===== config.mk =====
export PLATFORM = sky130hd
export DESIGN_NAME = seqdet_sched
export DESIGN_NICKNAME = d
export VERILOG_FILES = /design/src/rtl/seqdet_sched.sv
export SDC_FILE = /design/constraint.sdc
export NUM_CORES = 1
export LEC_CHECK = 0
export CAP_MARGIN = 0
export CORE_UTILIZATION = 35
export CTS_CLUSTER_SIZE = 25
export DETAILED_ROUTE_END_ITERATION = 12
export GPL_TIMING_DRIVEN = 0
export HOLD_SLACK_MARGIN = 0.12
export MAX_ROUTING_LAYER = met4
export PLACE_DENSITY_LB_ADDON = 0.08
export SETUP_SLACK_MARGIN = 0.05
export SLEW_MARGIN = 20
export SYNTH_ARGS = -nofsm -noshare
export SYNTH_HDL_FRONTEND = slang
export SYNTH_SLANG_ARGS = --single-unit

===== constraint.sdc =====
create_clock -name clk -period 6 [get_ports clk]
set_input_delay 1.2 -clock clk [delete_from_list [all_inputs] [get_ports clk]]
set_output_delay 1.2 -clock clk [all_outputs]
set_load 0.05 [all_outputs]

===== src/rtl/seqdet_sched.sv =====
// seqdet_sched: round-robin front end that time-shares one serial Moore
// sequence detector among N_REQ requesters. A granted word is shifted into
// the detector LSB-first after a one-cycle clear. The number of bit-times
// with q=1 and the final q are then returned through a result handshake.
//
// Handshakes: a transfer happens on a rising clk edge where valid and ready
// are both high. ready may depend combinationally on valid. A source holds
// valid and its payload stable until that edge. res_* stays stable while
// res_valid is high and res_ready is low.
module seqdet_sched #(
    parameter int N_REQ  = 4,
    parameter int DATA_W = 8,
    parameter int ID_W   = 2,
    parameter int CNT_W  = 4
) (
    input  logic                    clk,
    input  logic                    Reset,
    input  logic [N_REQ-1:0]        req_valid,
    input  logic [N_REQ*DATA_W-1:0] req_data,
    output logic [N_REQ-1:0]        req_ready,
    output logic                    det_clr,
    output logic                    w_out,
    input  logic                    q_in,
    output logic                    res_valid,
    input  logic                    res_ready,
    output logic [ID_W-1:0]         res_id,
    output logic [CNT_W-1:0]        res_count,
    output logic                    res_final_q,
    output logic                    busy,
    output logic [2:0]              dbg_state
);

    localparam int BIT_W = (DATA_W > 1) ? $clog2(DATA_W) : 1;

    typedef enum logic [2:0] {
        S_IDLE  = 3'd0,
        S_CLR   = 3'd1,
        S_SHIFT = 3'd2,
        S_WAIT  = 3'd3,
        S_DONE  = 3'd4
    } state_t;

    state_t             r_state;
    state_t             w_next;
    logic [ID_W-1:0]    r_rr_ptr;
    logic [ID_W-1:0]    w_grant_idx;
    logic               w_grant_found;
    logic               w_accept;
    int                 w_sum;
    logic [DATA_W-1:0]  r_word;
    logic [BIT_W-1:0]   r_bit;
    logic [CNT_W-1:0]   r_cnt;
    logic [ID_W-1:0]    r_id;
    logic [ID_W-1:0]    r_res_id;
    logic [CNT_W-1:0]   r_res_count;
    logic               r_res_final_q;

    // Rotating priority search: first valid requester at or after r_rr_ptr.
    always_comb begin
        w_grant_found = 1'b0;
        w_grant_idx   = '0;
        w_sum         = 0;
        for (int j = 0; j < N_REQ; j++) begin
            w_sum = int'(r_rr_ptr) + j;
            if (w_sum >= N_REQ) begin
                w_sum = w_sum - N_REQ;
            end
            if (!w_grant_found && req_valid[ID_W'(w_sum)]) begin
                w_grant_found = 1'b1;
                w_grant_idx   = ID_W'(w_sum);
            end
        end
    end

    // One-hot grant, only offered in IDLE and never while reset is asserted.
    always_comb begin
        req_ready = '0;
        if (r_state == S_IDLE && w_grant_found && Reset) begin
            req_ready[w_grant_idx] = 1'b1;
        end
    end

    assign w_accept = |(req_valid & req_ready);

    // State register.
    always_ff @(posedge clk or negedge Reset) begin
        if (!Reset) begin
            r_state <= S_IDLE;
        end else begin
            r_state <= w_next;
        end
    end

    // Next-state and state-decoded outputs.
    always_comb begin
        w_next    = r_state;
        det_clr   = 1'b0;
        w_out     = 1'b0;
        res_valid = 1'b0;
        busy      = 1'b1;
        case (r_state)
            S_IDLE: begin
                busy = 1'b0;
                if (w_accept) begin
                    w_next = S_CLR;
                end
            end
            S_CLR: begin
                det_clr = 1'b1;
                w_next  = S_SHIFT;
            end
            S_SHIFT: begin
                w_out = r_word[0];
                if (r_bit == BIT_W'(DATA_W - 1)) begin
                    w_next = S_WAIT;
                end
            end
            S_WAIT: begin
                w_next = S_DONE;
            end
            S_DONE: begin
                res_valid = 1'b1;
                if (res_ready) begin
                    w_next = S_IDLE;
                end
            end
            default: begin
                w_next = S_IDLE;
            end
        endcase
    end

    // Datapath: capture on accept, serialize, count hits, load result.
    // The q sampled in SHIFT cycle k answers bit k-1, so k=0 is skipped and
    // the answer to the last bit is picked up in WAIT.
    always_ff @(posedge clk or negedge Reset) begin
        if (!Reset) begin
            r_rr_ptr      <= '0;
            r_word        <= '0;
            r_bit         <= '0;
            r_cnt         <= '0;
            r_id          <= '0;
            r_res_id      <= '0;
            r_res_count   <= '0;
            r_res_final_q <= 1'b0;
        end else begin
            case (r_state)
                S_IDLE: begin
                    if (w_accept) begin
                        r_word   <= req_data[w_grant_idx*DATA_W +: DATA_W];
                        r_id     <= w_grant_idx;
                        r_rr_ptr <= (w_grant_idx == ID_W'(N_REQ - 1)) ? '0 : w_grant_idx + 1'b1;
                    end
                end
                S_CLR: begin
                    r_cnt <= '0;
                    r_bit <= '0;
                end
                S_SHIFT: begin
                    r_word <= r_word >> 1;
                    r_bit  <= r_bit + 1'b1;
                    if (r_bit != '0 && q_in) begin
                        r_cnt <= r_cnt + 1'b1;
                    end
                end
                S_WAIT: begin
                    r_res_count   <= r_cnt + CNT_W'(q_in);
                    r_res_final_q <= q_in;
                    r_res_id      <= r_id;
                end
                default: begin
                end
            endcase
        end
    end

    assign res_id      = r_res_id;
    assign res_count   = r_res_count;
    assign res_final_q = r_res_final_q;
    assign dbg_state   = r_state;

endmodule


# Word level (Yosys, flattened, before mapping)
# Index checks and enable logic that the tools add are counted.
[word_totals]
register_bits = 29
output_inout_bits = 18
in_bits = 40
[classes]
n_addsub = 11
n_lt_le_gt_ge = 10
n_shift = 1
n_reduce_logical = 19
mux = 41
bitwise = 1
n_eq_ne = 10
[ops]
columns = ["operator", "n"]
rows = [
  ["32-bit by 6-bit indexed part select with 8-bit output", 1],
  ["2-bit two-way mux", 9],
  ["1-bit two-way mux", 17],
  ["2-bit by 4-bit < comparator with 1-bit output (second input constant)", 4],
  ["8-bit case mux with 2 select lines", 1],
  ["3-bit case mux with 5 select lines", 1],
  ["3-bit >= comparator (second input constant)", 3],
  ["3-bit two-way mux", 3],
  ["1-bit binary-select mux with 2-bit select", 4],
  ["4-bit two-way mux", 2],
  ["8-bit two-way mux", 1],
  ["2-bit inequality test (second input constant)", 4],
  ["4-bit case mux with 2 select lines", 1],
  ["2-bit by 1-bit subtractor with 2-bit output (second input constant)", 4],
  ["1-bit logical AND", 7],
  ["2-bit by 2-bit adder with 3-bit output (second input constant)", 2],
  ["3-bit by 2-bit == test with 1-bit output (second input constant)", 2],
  ["3-bit == test (second input constant)", 2],
  ["3-bit case mux with 2 select lines", 1],
  ["2-bit AND reduction", 3],
  ["4-bit by 1-bit adder with 4-bit output", 1],
  ["4-bit by 1-bit adder with 4-bit output (second input constant)", 1],
  ["4-bit AND", 1],
  ["2-bit nonzero test", 2],
  ["14 further kinds", 16],
]

# Longest topological paths before layout
# Gate-level depths: netlist (run 1).
[logic_depth]
ltp_word = 24
ltp_mapped = 11
mapped_depth_nobuf = 9

# Least setup slack after synthesis (run 1)
# No wires, ideal clock.
[synth_timing]
path_kind = "in2out"
from = "input req_valid[3]"
to = "output req_ready[1]"
slack_ns = 1.810
t_arrival_ns = 2.990
path_buffers = 2
cell_stages = 6
required_ns = 4.800
path_cell_list = "mux2i_1 o2bb2ai_2 or2_1 buf_6 buf_8 nor3_1"
[synth_between]
elab_chain_cells = 18
[synth_lines]
columns = ["element", "line_no", "text"]
rows = [
  ["from (decl)", "18", "input logic [N_REQ-1:0] req_valid,"],
  ["1-bit binary-select mux with 2-bit select", "68", "if (!w_grant_found && req_valid[ID_W'(w_sum)]) begin"],
  ["1-bit two-way mux (implied by the code) (2 in series)", "68", ""],
  ["1-bit two-way mux", "68", ""],
  ["1-bit zero test", "68", ""],
  ["1-bit logical AND", "68", ""],
  ["1-bit two-way mux", "68", ""],
  ["1-bit zero test", "68", ""],
  ["1-bit logical AND", "68", ""],
  ["1-bit two-way mux", "68", ""],
  ["1-bit zero test", "68", ""],
  ["1-bit logical AND", "68", ""],
  ["2-bit two-way mux", "68", ""],
  ["2-bit by 3-bit < comparator with 1-bit output (implied by the code) / 2-bit by 1-bit >= comparator with 1-bit output (equally long branches)", "79", "req_ready[w_grant_idx] = 1'b1;"],
  ["1-bit logical AND (implied by the code)", "79", ""],
  ["1-bit two-way mux (implied by the code)", "79", ""],
  ["1-bit demux with 2-bit select", "79", ""],
  ["4-bit two-way mux *", "78", "if (r_state == S_IDLE && w_grant_found && Reset) begin"],
  ["to (decl)", "20", "output logic [N_REQ-1:0] req_ready,"],
]
# Mark *: on every way between the ends. The rest lies on a longest branch, timed or not. The select of a mux whose other input is x is not followed.

# Worst setup path after layout (run 1)
[layout_timing]
from = "input req_valid[3]"
to = "output req_ready[0]"
# Same word-level chain as after synthesis.

==> out/results.ini, run 1 <==
[worst_setup_path]
worstSetupEndpointType = primary output
crit_start = req_valid[3]
cp_max_fo = 10
arrival_ns = 3.84
cp_top_family = buffers and inverters
r2r_slack_ns = 3.51
cp_slowest_cell = clkdlybuf4s50_1
crit_chain = clkdlybuf4s50_1, mux2i_1, o2bb2ai_2, or2_1, buf_6, buf_8, or2b_2, nor2_1, clkdlybuf4s50_1
r2r-end = r_rr_ptr[1]
crit_path_end = req_ready[0]
cpPeakStageDelay_ns = 0.80
reg2reg_depth = 10
timing.rr.start = r_rr_ptr[1]
worstSetupPathType = in -> out
critPathMostFrequentCell = clkdlybuf4s50_1
crit_buf_inv = 4
path_depth = 9
crit_path_start_kind = primary input
required_ns = 4.80

[clock_network]
path_clk_slew_ns = 0.06
hold_buffers = 0
cts_tree = yes
clock-sinks = 29
cts_max_path_buffers = 2
insertion_delay_ns = 0.28
cts_buffers = 5
h-tree-depth = 2
cts_root_buffer = clkbuf_8
post_cts_buffers = 0
cts_resized = 0

[detailed_routing]
vias_per_cell = 4.81
drt_iter0_drc = 24
vias = 1519
drt_first_pass_iters = 4
antenna_left = 0
wl_um = 4040
routedWlPerCell_um = 12.8
drcViolationCount = 0

[synth]
synth.top_cell.area_share = 0.416
synth_warnings = 0
synth.area.top_cells = dfrtp_1 (42%), nand2_1 (7.1%), mux2_2 (5.2%), ha_1 (5.0%), nand3_1 (4.9%)
async_flop_share = 1.00
syn_avg_cell_area_um2 = 9.43
synth_cells = 185
ys_seq_area_frac = 0.416
syn-num-nets = 232
synth_cell_type_count = 42
syn_area_um2 = 1750
synth_edf_count = 0
ys.flop_type = dfrtp_1
ys_seq_elements = 29
synth_largest_area_cell = dfrtp_1

[timing]
worst_pin_slew_ns = 0.669
post-route-min-period_ns = 5.04
timing.final.hold_violations = 0
fmax_ghz = 0.199
finClkSkew_ns = 0.00367
drv_slew = 0
max_slew_margin = 0.554
setup_viol = 0
grt_setup_unrepaired = no
period_share = 0.839
fin_setup_tns_ns = 0

[pwr]
p_leak_nw = 1.10
power.density_nw_per_um2 = 471
ir_worst_vdd_mv = 0.190

[cells_and_area]
final_common_cell = clkdlybuf4s50_1
area_growth_pct = 42.2
final_cell_mix = clkdlybuf4s50_1 (56), nand2_1 (33), dfrtp_1 (29)
drive_above_1_share = 0.120
fin_area_um2 = 2480
antenna_cells = 0
fillers = 465
final_net_count = 296

[status]
run_status = completed

[floorplanning]
ioPinCount = 58
coreArea_um2 = 4750
die_w_um = 72.6
fp.dieH_um = 72.6
rows = 25
die_area_um2 = 5270
start_util = 0.367

[global_routing]
grt-ovfl-total = 0
grt_pass1_wl_um = 6490
grt_max_degree = 31
grt_antenna_before_repair = 0
grt_pass1_vias = 1401
grtUsageTotal = 0.168

[run]
maxCapViolCount = 0

[placed_design]
dp_hpwl_um = 3110
dpl_cell_area_um2 = 2390
routabilityCongestion = 0.783
port_buffers = 57

[worst_hold_path]
hp-class = reg -> reg

==> area by class of cell <==
class / count / area, µm² / share of cell area
multi-input cells: 139 / 923 / 0.372
plain buffers: 8 / 61.3 / 0.0247
inverters: 9 / 35.0 / 0.0141
flip-flops and latches: 29 / 726 / 0.292
clock buffers: 7 / 86.3 / 0.0348
repair buffers: 57 / 566 / 0.228
well taps: 67 / 83.8 / 0.0338
==> per-stage QoR <==
step / total power, mW / hold slack (ns) / setup WS [ns] / cells / util
after global routing: 1.26 / 0.489 / 0.843 / 316 / 0.522
final: 1.17 / 0.473 / 0.964 / 316 / 0.522
after global placement: 1.01 / 0.460 / 0.308 / 309 / 0.505
after floorplan: 0.815 / 0.446 / 1.81 / 185 / -
after detailed placement: 1.02 / 0.470 / 0.961 / 309 / 0.504
after CTS: 1.18 / 0.475 / 0.960 / 316 / 0.522
==> per-layer routing <==
| metal | GRT usage | share of wire | up-vias |
|---|---|---|---|
| li1 | - | - | 778 |
| met1 | 0.227 | 0.49 | 701 |
| met2 | 0.242 | 0.46 | 34 |
| met3 | 0.0539 | 0.046 | 6 |
| met4 | 0.0458 | 0.010 | 0 |
| met5 | - | 0 | - |
==> worst min-delay path by stage <==
| stage | startpoint | end | slack [ns] | depth (start not counted) |
|---|---|---|---|---|
| floorplan | r_id[1] | r_id[1] | 0.45 | 2 |
| global placement | r_word[7] | r_word[6] | 0.46 | 2 |
| detailed placement | r_word[2] | r_word[1] | 0.47 | 2 |
| CTS | r_word[2] | r_word[1] | 0.47 | 2 |
| global route | r_word[2] | r_word[1] | 0.49 | 2 |
| finish | res_count[2] | res_count[2] | 0.47 | 2 |
==> cells by family after synthesis <==
family          count (synthesis)  synth area share
xor+xnor                        4            0.0201
mux                            15            0.0918
simple gates                   81             0.223
buf+inv                        17            0.0552
flops                          29             0.416
compound gates                 32             0.144
fa+ha+maj                       7            0.0502
==> worst min-delay path: stages (launching register included) <==
cell and delay (ns):
dfrtp_1 0.34, nand2_1 0.04, o21ai_0 0.06
==> state kept, by name (all words and copies together) (netlist names) <==
register and cells:
r_bit 3, res_count 4, dbg_state 3, r_word 8
r_id 2, res_final_q 1, r_cnt 4, res_id 2
r_rr_ptr 2
==> cell usage after synthesis (5+ instances only) <==
cell type and number:
nand3_1 17, mux2_2 8, nor3b_1 5, ha_1 7, inv_1 7, o21ai_0 10
a311o_1 5, dfrtp_1 29, mux2i_1 7, nand2_1 33, nor2_1 11
==> power breakdown <==
| part | total (mW) | switching (mW) | internal, mW |
|---|---|---|---|
| Sequential | 0.340 | 0.0602 | 0.280 |
| Combinational | 0.670 | 0.401 | 0.269 |
| Clock | 0.159 | 0.0684 | 0.0907 |
| Total | 1.17 | 0.529 | 0.640 |
(Power assumes the default switching activity.)
==> run 2: changes to the inputs <==
==> constraint.sdc (replaced) <==
create_clock -name clk -period 4.66 [get_ports clk]
set_input_delay 0.932 -clock clk [delete_from_list [all_inputs] [get_ports clk]]
set_output_delay 0.932 -clock clk [all_outputs]
set_load 0.05 [all_outputs]
==> out/results.ini, run 2 (synthesized netlist as in run 1, its figures left out) <==
[worst_setup_path]
crit_chain = clkdlybuf4s50_1, mux2i_1, o2bb2ai_2, or2_1, buf_6, clkinv_2, ha_1, inv_1, nor2_1, clkdlybuf4s50_1
critPathMostFrequentCell = clkdlybuf4s50_1
timing.rr.start = r_rr_ptr[1]
arrival_ns = 3.45
cpPeakStageDelay_ns = 0.80
r2r-end = r_rr_ptr[1]
required_ns = 3.73
reg2reg_depth = 10
worstSetupEndpointType = primary output
cp_max_fo = 10
worstSetupPathType = in -> out
cp_slowest_cell = clkdlybuf4s50_1
r2r_slack_ns = 2.18
crit_path_start_kind = primary input
crit_start = req_valid[3]

[cells_and_area]
final_cell_mix = clkdlybuf4s50_1 (54), nand2_1 (33), dfrtp_1 (29)
top_register = r_word
antenna_cells = 0
largest_reg_flops = 8
final_common_cell = clkdlybuf4s50_1
final_net_count = 296
fillers = 465
area_growth_pct = 42.4
drive_above_1_share = 0.120

[global_routing]
grt-ovfl-total = 0
grt_antenna_before_repair = 0
grt_max_degree = 31
grt_pass1_wl_um = 6490
grtUsageTotal = 0.168
grt_pass1_vias = 1401

[placed_design]
routabilityCongestion = 0.783
pre_cts_ws_ns = 0.157
port_buffers = 57
dp_hpwl_um = 3110

[worst_hold_path]
whs_endpoint = res_count[2]
holdPathStages = 2
hp-class = reg -> reg
hp-start = res_count[2]

[timing]
fmax_ghz = 0.228
fin_ws_ns = 0.275
fin_setup_tns_ns = 0
post-route-min-period_ns = 4.38
max_slew_margin = 0.553
timing.final.hold_violations = 0
setup_viol = 0
finClkSkew_ns = 0.00367
holdWs_ns = 0.473
drv_slew = 0
period_share = 0.941
grt_setup_unrepaired = no
worst_pin_slew_ns = 0.670

[clock_network]
insertion_delay_ns = 0.28
cts_resized = 0
cts_tree = yes
cts_root_buffer = clkbuf_8
cts_buffers = 5
path_clk_slew_ns = 0.06
cts_max_path_buffers = 2
post_cts_buffers = 0
h-tree-depth = 2
clock-sinks = 29
hold_buffers = 0

[pwr]
power.density_nw_per_um2 = 605
ir_worst_vdd_mv = 0.245
p_leak_nw = 1.13

[floorplanning]
start_util = 0.367
rows = 25
coreArea_um2 = 4750
ioPinCount = 58
die_area_um2 = 5270
fp.dieH_um = 72.6
die_w_um = 72.6

[detailed_routing]
drcViolationCount = 0
vias_per_cell = 4.82
routedWlPerCell_um = 12.8
vias = 1524
drt_first_pass_iters = 5
wl_um = 4030
drt_iter0_drc = 24
antenna_left = 0

[run]
maxCapViolCount = 0

[status]
run_status = completed

[run 2: cell count changes in the layout (fill, tap and decap cells not counted), sizes merged]
cell and change:
clkdlybuf4s50 -2, dlymetal6s2s +2
[run 2: cell type report]
type,count,area (µm²),area share
multi-input cells,139,923,0.371
clock buffers,7,86.3,0.0347
repair buffers,57,571,0.229
flip-flops and latches,29,726,0.292
inverters,9,35.0,0.0141
plain buffers,8,61.3,0.0247
well taps,67,83.8,0.0337
[run 2: worst max path at each step]
stage	slack, ns	to	cells past startpoint
after floorplan	1.01	req_ready[1]	6
after global placement	-0.50	req_ready[2]	6
after detailed placement	0.16	req_ready[0]	9
after CTS	0.16	req_ready[0]	9
after global routing	0.14	req_ready[3]	9
final	0.28	req_ready[3]	10
[run 2: report_power, final]
group | leakage [nW] | switching, mW | internal (mW)
combinational | 0.719 | 0.515 | 0.346
sequential | 0.369 | 0.0777 | 0.361
clock | 0.0443 | 0.0880 | 0.117
total | 1.13 | 0.680 | 0.824
[run 2: layer usage]
layer  wire, µm  GRT usage
met1       1930      0.227
met2       1860      0.242
met3        194     0.0539
met4         42     0.0458
met5          0          -
[run 2: critical path, delay by kind of cell]
family | cells | cell delay [ns]
simple gates | 2 | 0.35
buf+inv | 5 | 1.68
mux | 1 | 0.12
compound gates | 1 | 0.19
fa+ha+maj | 1 | 0.19
[run 2: per-stage QoR]
stage / std cells / utilization / total power [mW] / area, µm²
after floorplan: 185 / - / 1.05 / 1750
after global placement: 309 / 0.505 / 1.30 / 2400
after detailed placement: 309 / 0.504 / 1.31 / 2390
after CTS: 316 / 0.522 / 1.52 / 2480
after global routing: 316 / 0.523 / 1.62 / 2490
final: 316 / 0.523 / 1.50 / 2490
